[config.mk]
export PLATFORM = sky130hd
export DESIGN_NAME = operand_issue_ctl
export DESIGN_NICKNAME = d
export VERILOG_FILES = /design/src/rtl/operand_issue_ctl.sv
export SDC_FILE = /design/constraint.sdc
export NUM_CORES = 1
export LEC_CHECK = 0
export ABC_AREA = 1
export CAP_MARGIN = 20
export CORE_AREA = 2 2 148 150
export CTS_BUF_LIST = sky130_fd_sc_hd__clkbuf_4
export CTS_CLUSTER_DIAMETER = 150
export DETAILED_ROUTE_END_ITERATION = 7
export DIE_AREA = 0 0 150 152
export PLACE_DENSITY = 0.77
export SLEW_MARGIN = 20
export SYNTH_ARGS = -nofsm -noshare
export SYNTH_HDL_FRONTEND = slang
export SYNTH_SLANG_ARGS = --single-unit
[constraint.sdc]
create_clock -name clk -period 4.1 [get_ports clk]
set_input_delay 0.82 -clock clk [delete_from_list [all_inputs] [get_ports clk]]
set_output_delay 0.82 -clock clk [all_outputs]
set_load 0.05 [all_outputs]
[src/rtl/operand_issue_ctl.sv]
// Operand-fetch issue controller: a busy-bit scoreboard holds back RAW/WAW hazards,
// then reads the register file, size-masks the operands and fills an execute-facing slot.
module operand_issue_ctl #(
  parameter int MAX_INFLIGHT = 4
) (
  input  logic        clk,
  input  logic        reset_n,
  input  logic        flush,
  input  logic        dec_valid,
  output logic        dec_ready,
  input  logic [7:0]  dec_op,
  input  logic [1:0]  dec_srcty,
  input  logic [3:0]  dec_srcreg,
  input  logic [63:0] dec_srcval,
  input  logic [3:0]  dec_dstreg,
  input  logic        dec_dst_wr,
  input  logic [1:0]  dec_size,
  output logic [3:0]  rf_rd_addr0,
  output logic [3:0]  rf_rd_addr1,
  input  logic [63:0] rf_rd_data0,
  input  logic [63:0] rf_rd_data1,
  output logic        ex_valid,
  input  logic        ex_ready,
  output logic [7:0]  ex_op,
  output logic [3:0]  ex_dstreg,
  output logic        ex_dst_wr,
  output logic [1:0]  ex_size,
  output logic [63:0] ex_oper1,
  output logic [63:0] ex_oper2,
  input  logic        wb_valid,
  input  logic [3:0]  wb_reg,
  output logic [2:0]  inflight
);

  localparam logic [1:0] SRC_REGISTER = 2'd0;
  localparam logic [3:0] MAX_CNT = 4'(MAX_INFLIGHT);

  // RUN: slot empty; HOLD: slot occupied and stalled last cycle; FULL_ADV: slot just loaded
  typedef enum logic [1:0] {
    RUN      = 2'd0,
    HOLD     = 2'd1,
    FULL_ADV = 2'd2
  } state_t;

  state_t      state;
  logic [15:0] busy;
  logic [15:0] busy_nxt;
  logic [3:0]  cnt;
  logic        slot_free;
  logic        hazard;
  logic        at_limit;
  logic        issue_wr;
  logic        wb_ok;
  logic [63:0] src_sel;

  function automatic logic [63:0] size_mask(input logic [63:0] d, input logic [1:0] sz);
    logic [63:0] r;
    case (sz)
      2'd0:    r = {56'h0, d[7:0]};
      2'd1:    r = {48'h0, d[15:0]};
      2'd2:    r = {32'h0, d[31:0]};
      default: r = d;
    endcase
    return r;
  endfunction

  assign rf_rd_addr0 = dec_dstreg;
  assign rf_rd_addr1 = dec_srcreg;
  assign ex_valid    = (state != RUN);
  assign inflight    = cnt[2:0];

  // A busy destination blocks both the oper1 read (RAW) and the overwrite (WAW)
  assign slot_free = !ex_valid || ex_ready;
  assign hazard    = busy[dec_dstreg] || ((dec_srcty == SRC_REGISTER) && busy[dec_srcreg]);
  assign at_limit  = dec_dst_wr && (cnt == MAX_CNT);
  assign dec_ready = dec_valid && !flush && slot_free && !hazard && !at_limit;
  assign issue_wr  = dec_ready && dec_dst_wr;
  assign wb_ok     = wb_valid && busy[wb_reg] && (cnt != 4'd0);
  assign src_sel   = (dec_srcty == SRC_REGISTER) ? rf_rd_data1 : dec_srcval;

  // Writeback and issue never target the same register: an issuing dst is never busy
  always_comb begin
    busy_nxt = busy;
    if (wb_ok) busy_nxt[wb_reg] = 1'b0;
    if (issue_wr) busy_nxt[dec_dstreg] = 1'b1;
  end

  always_ff @(posedge clk or negedge reset_n) begin
    if (!reset_n) begin
      busy <= 16'h0;
      cnt  <= 4'd0;
    end else begin
      busy <= busy_nxt;
      case ({issue_wr, wb_ok})
        2'b10:   cnt <= cnt + 4'd1;
        2'b01:   cnt <= cnt - 4'd1;
        default: cnt <= cnt;
      endcase
    end
  end

  // Flush outranks issue and retirement; data fields keep their last values when not loaded
  always_ff @(posedge clk or negedge reset_n) begin
    if (!reset_n) begin
      state     <= RUN;
      ex_op     <= 8'h0;
      ex_dstreg <= 4'h0;
      ex_dst_wr <= 1'b0;
      ex_size   <= 2'd0;
      ex_oper1  <= 64'h0;
      ex_oper2  <= 64'h0;
    end else if (flush) begin
      state <= RUN;
    end else if (dec_ready) begin
      state     <= FULL_ADV;
      ex_op     <= dec_op;
      ex_dstreg <= dec_dstreg;
      ex_dst_wr <= dec_dst_wr;
      ex_size   <= dec_size;
      ex_oper1  <= size_mask(rf_rd_data0, dec_size);
      ex_oper2  <= size_mask(src_sel, dec_size);
    end else if (ex_valid && ex_ready) begin
      state <= RUN;
    end else if (ex_valid) begin
      state <= HOLD;
    end else begin
      state <= RUN;
    end
  end

`ifndef SYNTHESIS
  a_wb_protocol: assert property (@(posedge clk) disable iff (!reset_n)
    wb_valid |-> (busy[wb_reg] && (cnt != 4'd0)));
  a_inflight_max: assert property (@(posedge clk) disable iff (!reset_n)
    int'(cnt) <= MAX_INFLIGHT);
  a_inflight_pop: assert property (@(posedge clk) disable iff (!reset_n)
    int'(cnt) == $countones(busy));
`endif

endmodule
# Word-level counts from Yosys, hierarchy flattened
# Index checks and enable logic that the tools add are counted.
# op_classes
n_eq_ne	5
mux	20
order_cmp	5
n_reduce_logical	24
bitwise	4
add_sub_neg	2
# op_table
operator	n
case mux 64 bit (3 select lines)	2
2-to-1 mux 64 bit	1
2-to-1 mux 16 bit	2
bitwise AND 16 bit	1
NOT 16 bit	1
OR 16 bit	1
less-than comparator 4 x 5 -> 1 bit, second input constant	3
binary-select mux 1 bit (select 4 bit)	3
logical AND 1 bit	12
demux 1 bit (select 4 bit)	2
>= comparator 4 x 1 -> 1 bit, second input constant	2
case mux 4 bit (2 select lines)	1
2-to-1 mux 1 bit	7
adder 4 x 1 -> 4 bit, second input constant	1
equality test 2 x 1 -> 1 bit, second input constant	2
equality test 2 bit, second input constant	2
equality test 4 x 3 -> 1 bit, second input constant	1
logical NOT 1 bit	4
logical NOT 2 bit	2
2-to-1 mux 2 bit	2
nonzero test 2 bit	2
nonzero test 4 bit	1
subtractor 4 x 1 -> 4 bit, second input constant	1
logical OR 1 bit	2
2 further kinds	2
# totals
in_bits	223
wordCells	69
register_bits	165

# Longest topological paths before layout
# logic_depth
depth_word	10
ltp_mapped	20
ltp_nobuf	18

# Worst setup path after synthesis
# OpenSTA, ideal clock, no wires.
# synth_path
path_type	input to output
start	input dec_dstreg[0]
end	output dec_ready
n_path_buf	3
slack_ns	0.964
required_ns	3.280
arrival_time_ns	2.316
cell_stages	12
path_cell_list	buf_2 nand2_1 nor2_1 nor2_1 nand2_1 nand2_1 nand2_1 nor2_4 nand2_2 buf_4 buf_6 inv_1
# synth_via
elab_chain_cells	6
# synth_rtl
element	line	rtl
start, declared	15	input logic [3:0] dec_dstreg,
binary-select mux 1 bit (select 4 bit)	74	assign hazard = busy[dec_dstreg] || ((dec_srcty == SRC_REGISTER) && busy[dec_srcreg]);
2-to-1 mux 1 bit (not written as such)	74	
logical OR 1 bit	74	
logical NOT 1 bit	76	assign dec_ready = dec_valid && !flush && slot_free && !hazard && !at_limit;
logical AND 1 bit (2 in series)	76	
end, declared	10	output logic dec_ready,
# No other way between the ends. The select of a mux whose other input is x is not followed.

# Worst setup path in the final report
# layout_path
start	input dec_dstreg[1]
end	output dec_ready
# Same word-level chain as after synthesis.

==> qor.yml <==
max_freq_mhz: 285
tightest_slew_ps: 969
final_common_cell: "nand2_1"
dr.pass1.iters: 7
ys_seq_area_frac: 0.467
htreeDepth: 4
cp_common_cell: "nand2_1"
drcViolationCount: 0
cp_max_fo: 13
cpMaxStageDelayCell: "clkdlybuf4s50_1"
grt_antenna_before_repair: 3
grt_max_degree: 145
setup_viol_count_final: 0
setup_ws_ps: 590
most-common-layout-cells: "nand2_1 (530), clkdlybuf4s50_1 (376), dfrtp_1 (165), nand3_1 (159), nor2_1 (122)"
rows: 54
die_w_um: 150
vdd_ir_drop_max_v: 0.000260
holdBufCountCts: 0
cts_buffers: 17
yosys_warnings: 0
path_cells: "clkdlybuf4s50_1, inv_2, nand2_2, nor2_1, nor2_1, nand2_1, nand2_1, nand2_1, nor2_4, nand2_4, inv_1, buf_12"
ctsResizeCount: 0
cts_tree: "done"
synth_top_family_by_area: "simple AND/OR/NAND/NOR gates"
drv_cap: 0
fin_crit_sh: 0.856
p_per_area_nw_per_um2: 463
clk_pin_slew_worst_paths_ps: 170
synth_edf_count: 0
power.leakage_nw: 6.48
cp.arrival_ps: 2690
numClockSinks: 165
vias: 9366
crit_required_ps: 3280
fin_crit_ps: 3510
cts_buffer_depth: 2
wl_mm: 31.4
start_kind: "input port"
hold_viol_final: 0
drive_above_1_share: 0.0375
synth_xor_xnor_area_share: 0.00396
status: "finished clean"
wl_per_cell_um: 16.7
async_reset_ff_frac: 1.00
pin_count: 379
core_um2: 21400
hp-class: "input port to asynchronous set/reset pin"
critPathKind: "input port to output port"
area_growth_pct: 47.0
setup_tns_ps: 0
synth-seq-cells: 165
grt_pass1_wl_mm: 48.8
rsz0062_at_grt: "no"
place_hpwl_mm: 22.3
clockRootBuffer: "clkbuf_4"
synth_cell_types: 26
drt_iter0_markers: 695
synth_compound_area_frac: 0.0336
cpPeakStageDelay_ps: 660
initial_core_util: 0.414
clock_skew_ps: 35.4
portBuffers: 378
slew_violations: 0
syn_inst: 1263
synth.avg_cell_area_um2: 7.01
dieArea_um2: 22800
muxShareOfSynthArea: 0.00127
pre_cts_ws_ps: 393
synthesis.nets: 1489
place_congestion: 0.915
cp-end-kind: "output port"
globalRouteOverflowTotal: 0
yosys.area.top_type: "dfrtp_1"
synth-simple-area-share: 0.404
syn_area_um2: 8850
cts_setup_buffers: 0
yosysTopAreaCellShare: 0.467
detail-route-antenna-nets: 0
die_y_um: 152
avgViaCountPerCell: 4.98
whs_ps: 228
grt_pass1_vias: 8913
clock_latency_ps: 590
max_slew_margin: 0.354
nets: 1811
track_usage: 0.274
synthFlopType: "dfrtp_1"
yosys.area_share.adder: 0.00424
synth_top_cells_by_area: "dfrtp_1 (47%), nand2_1 (23%), nand3_1 (9.0%)"
-- area by class of cell --
type / instances / area, µm²
clock inverters: 15 / 165
well taps: 280 / 350
repair buffers: 393 / 3950
flip-flops and latches: 165 / 4130
inverters: 79 / 297
clock buffers: 17 / 128
diodes: 3 / 7.51
multi-input cells: 929 / 3980
fillers: 2033 / 8350
-- routing by layer --
metal | GRT usage | wire length, µm
met2 | 0.445 | 15200
met3 | 0.0751 | 2560
met1 | 0.343 | 12500
met4 | 0.115 | 1090
met5 | 0 | 0
-- power breakdown --
part | internal, W | total (W) | switching (W)
clock network | 0.000281 | 0.000984 | 0.000704
logic | 0.000960 | 0.00285 | 0.00189
registers | 0.00196 | 0.00219 | 0.000223
total | 0.00320 | 0.00602 | 0.00281
-- per-stage QoR --
step | total power (W) | instances | area, µm² | utilization
5_1_grt | 0.00633 | 1880 | 13000 | 0.609
3_3_place_gp | 0.00504 | 1846 | 12700 | 0.595
3_5_place_dp | 0.00507 | 1846 | 12700 | 0.595
2_1_floorplan | 0.00395 | 1263 | 8850 | -
4_1_cts | 0.00606 | 1878 | 13000 | 0.609
6_report | 0.00602 | 1881 | 13000 | 0.609
-- state kept, by name, summed over array words and instances (netlist names) --
name / cells
ex_oper1: 64
ex_oper2: 64
busy: 16
ex_op: 8
cnt: 4
ex_dstreg: 4
ex_size: 2
state: 2
ex_dst_wr: 1
-- critical path: cells and delay by family --
kind	cells	cell delay, ps
buf+inv	4	1020
simple gates	8	850
-- logic make-up (layout without fill, tap and decap cells) --
| family | Yosys count | after routing |
|---|---|---|
| xor gates and xnor gates | 4 | 4 |
| other | 0 | 3 |
| and+or+nand+nor | 863 | 863 |
| buffers and inverters | 169 | 504 |
| adders and majority gates | 3 | 3 |
| DFF | 165 | 165 |
| AOI/OAI and AO/OA | 58 | 58 |
| muxes | 1 | 1 |
-- worst paths after layout --
| kind | startpoint | end | slack (ps) | cells after the start |
|---|---|---|---|---|
| max | dec_dstreg[1] | dec_ready | 590 | 12 |
| min | reset_n | ex_op[0] | 230 | 1 |
| max reg2reg | cnt[1] | cnt[3] | 1460 | 16 |
| min reg2reg | ex_dstreg[2] | ex_dstreg[2] | 490 | 2 |
| max in group asynchronous | reset_n | busy[1] | 2990 | 2 |
| min in group clk | ex_dstreg[2] | ex_dstreg[2] | 490 | 2 |
-- Yosys cell counts, drive strengths merged (2+ instances only) --
master and instances:
ha 3, inv 79, nor2 124, clkbuf 33
nand2 535, nor3 8, o21ai 5, o21a 2
nand3 159, nand4 17, xnor2 3, buf 57
a21oi 50, nand3b 18, dfrtp 165
(Power assumes the default switching activity.)
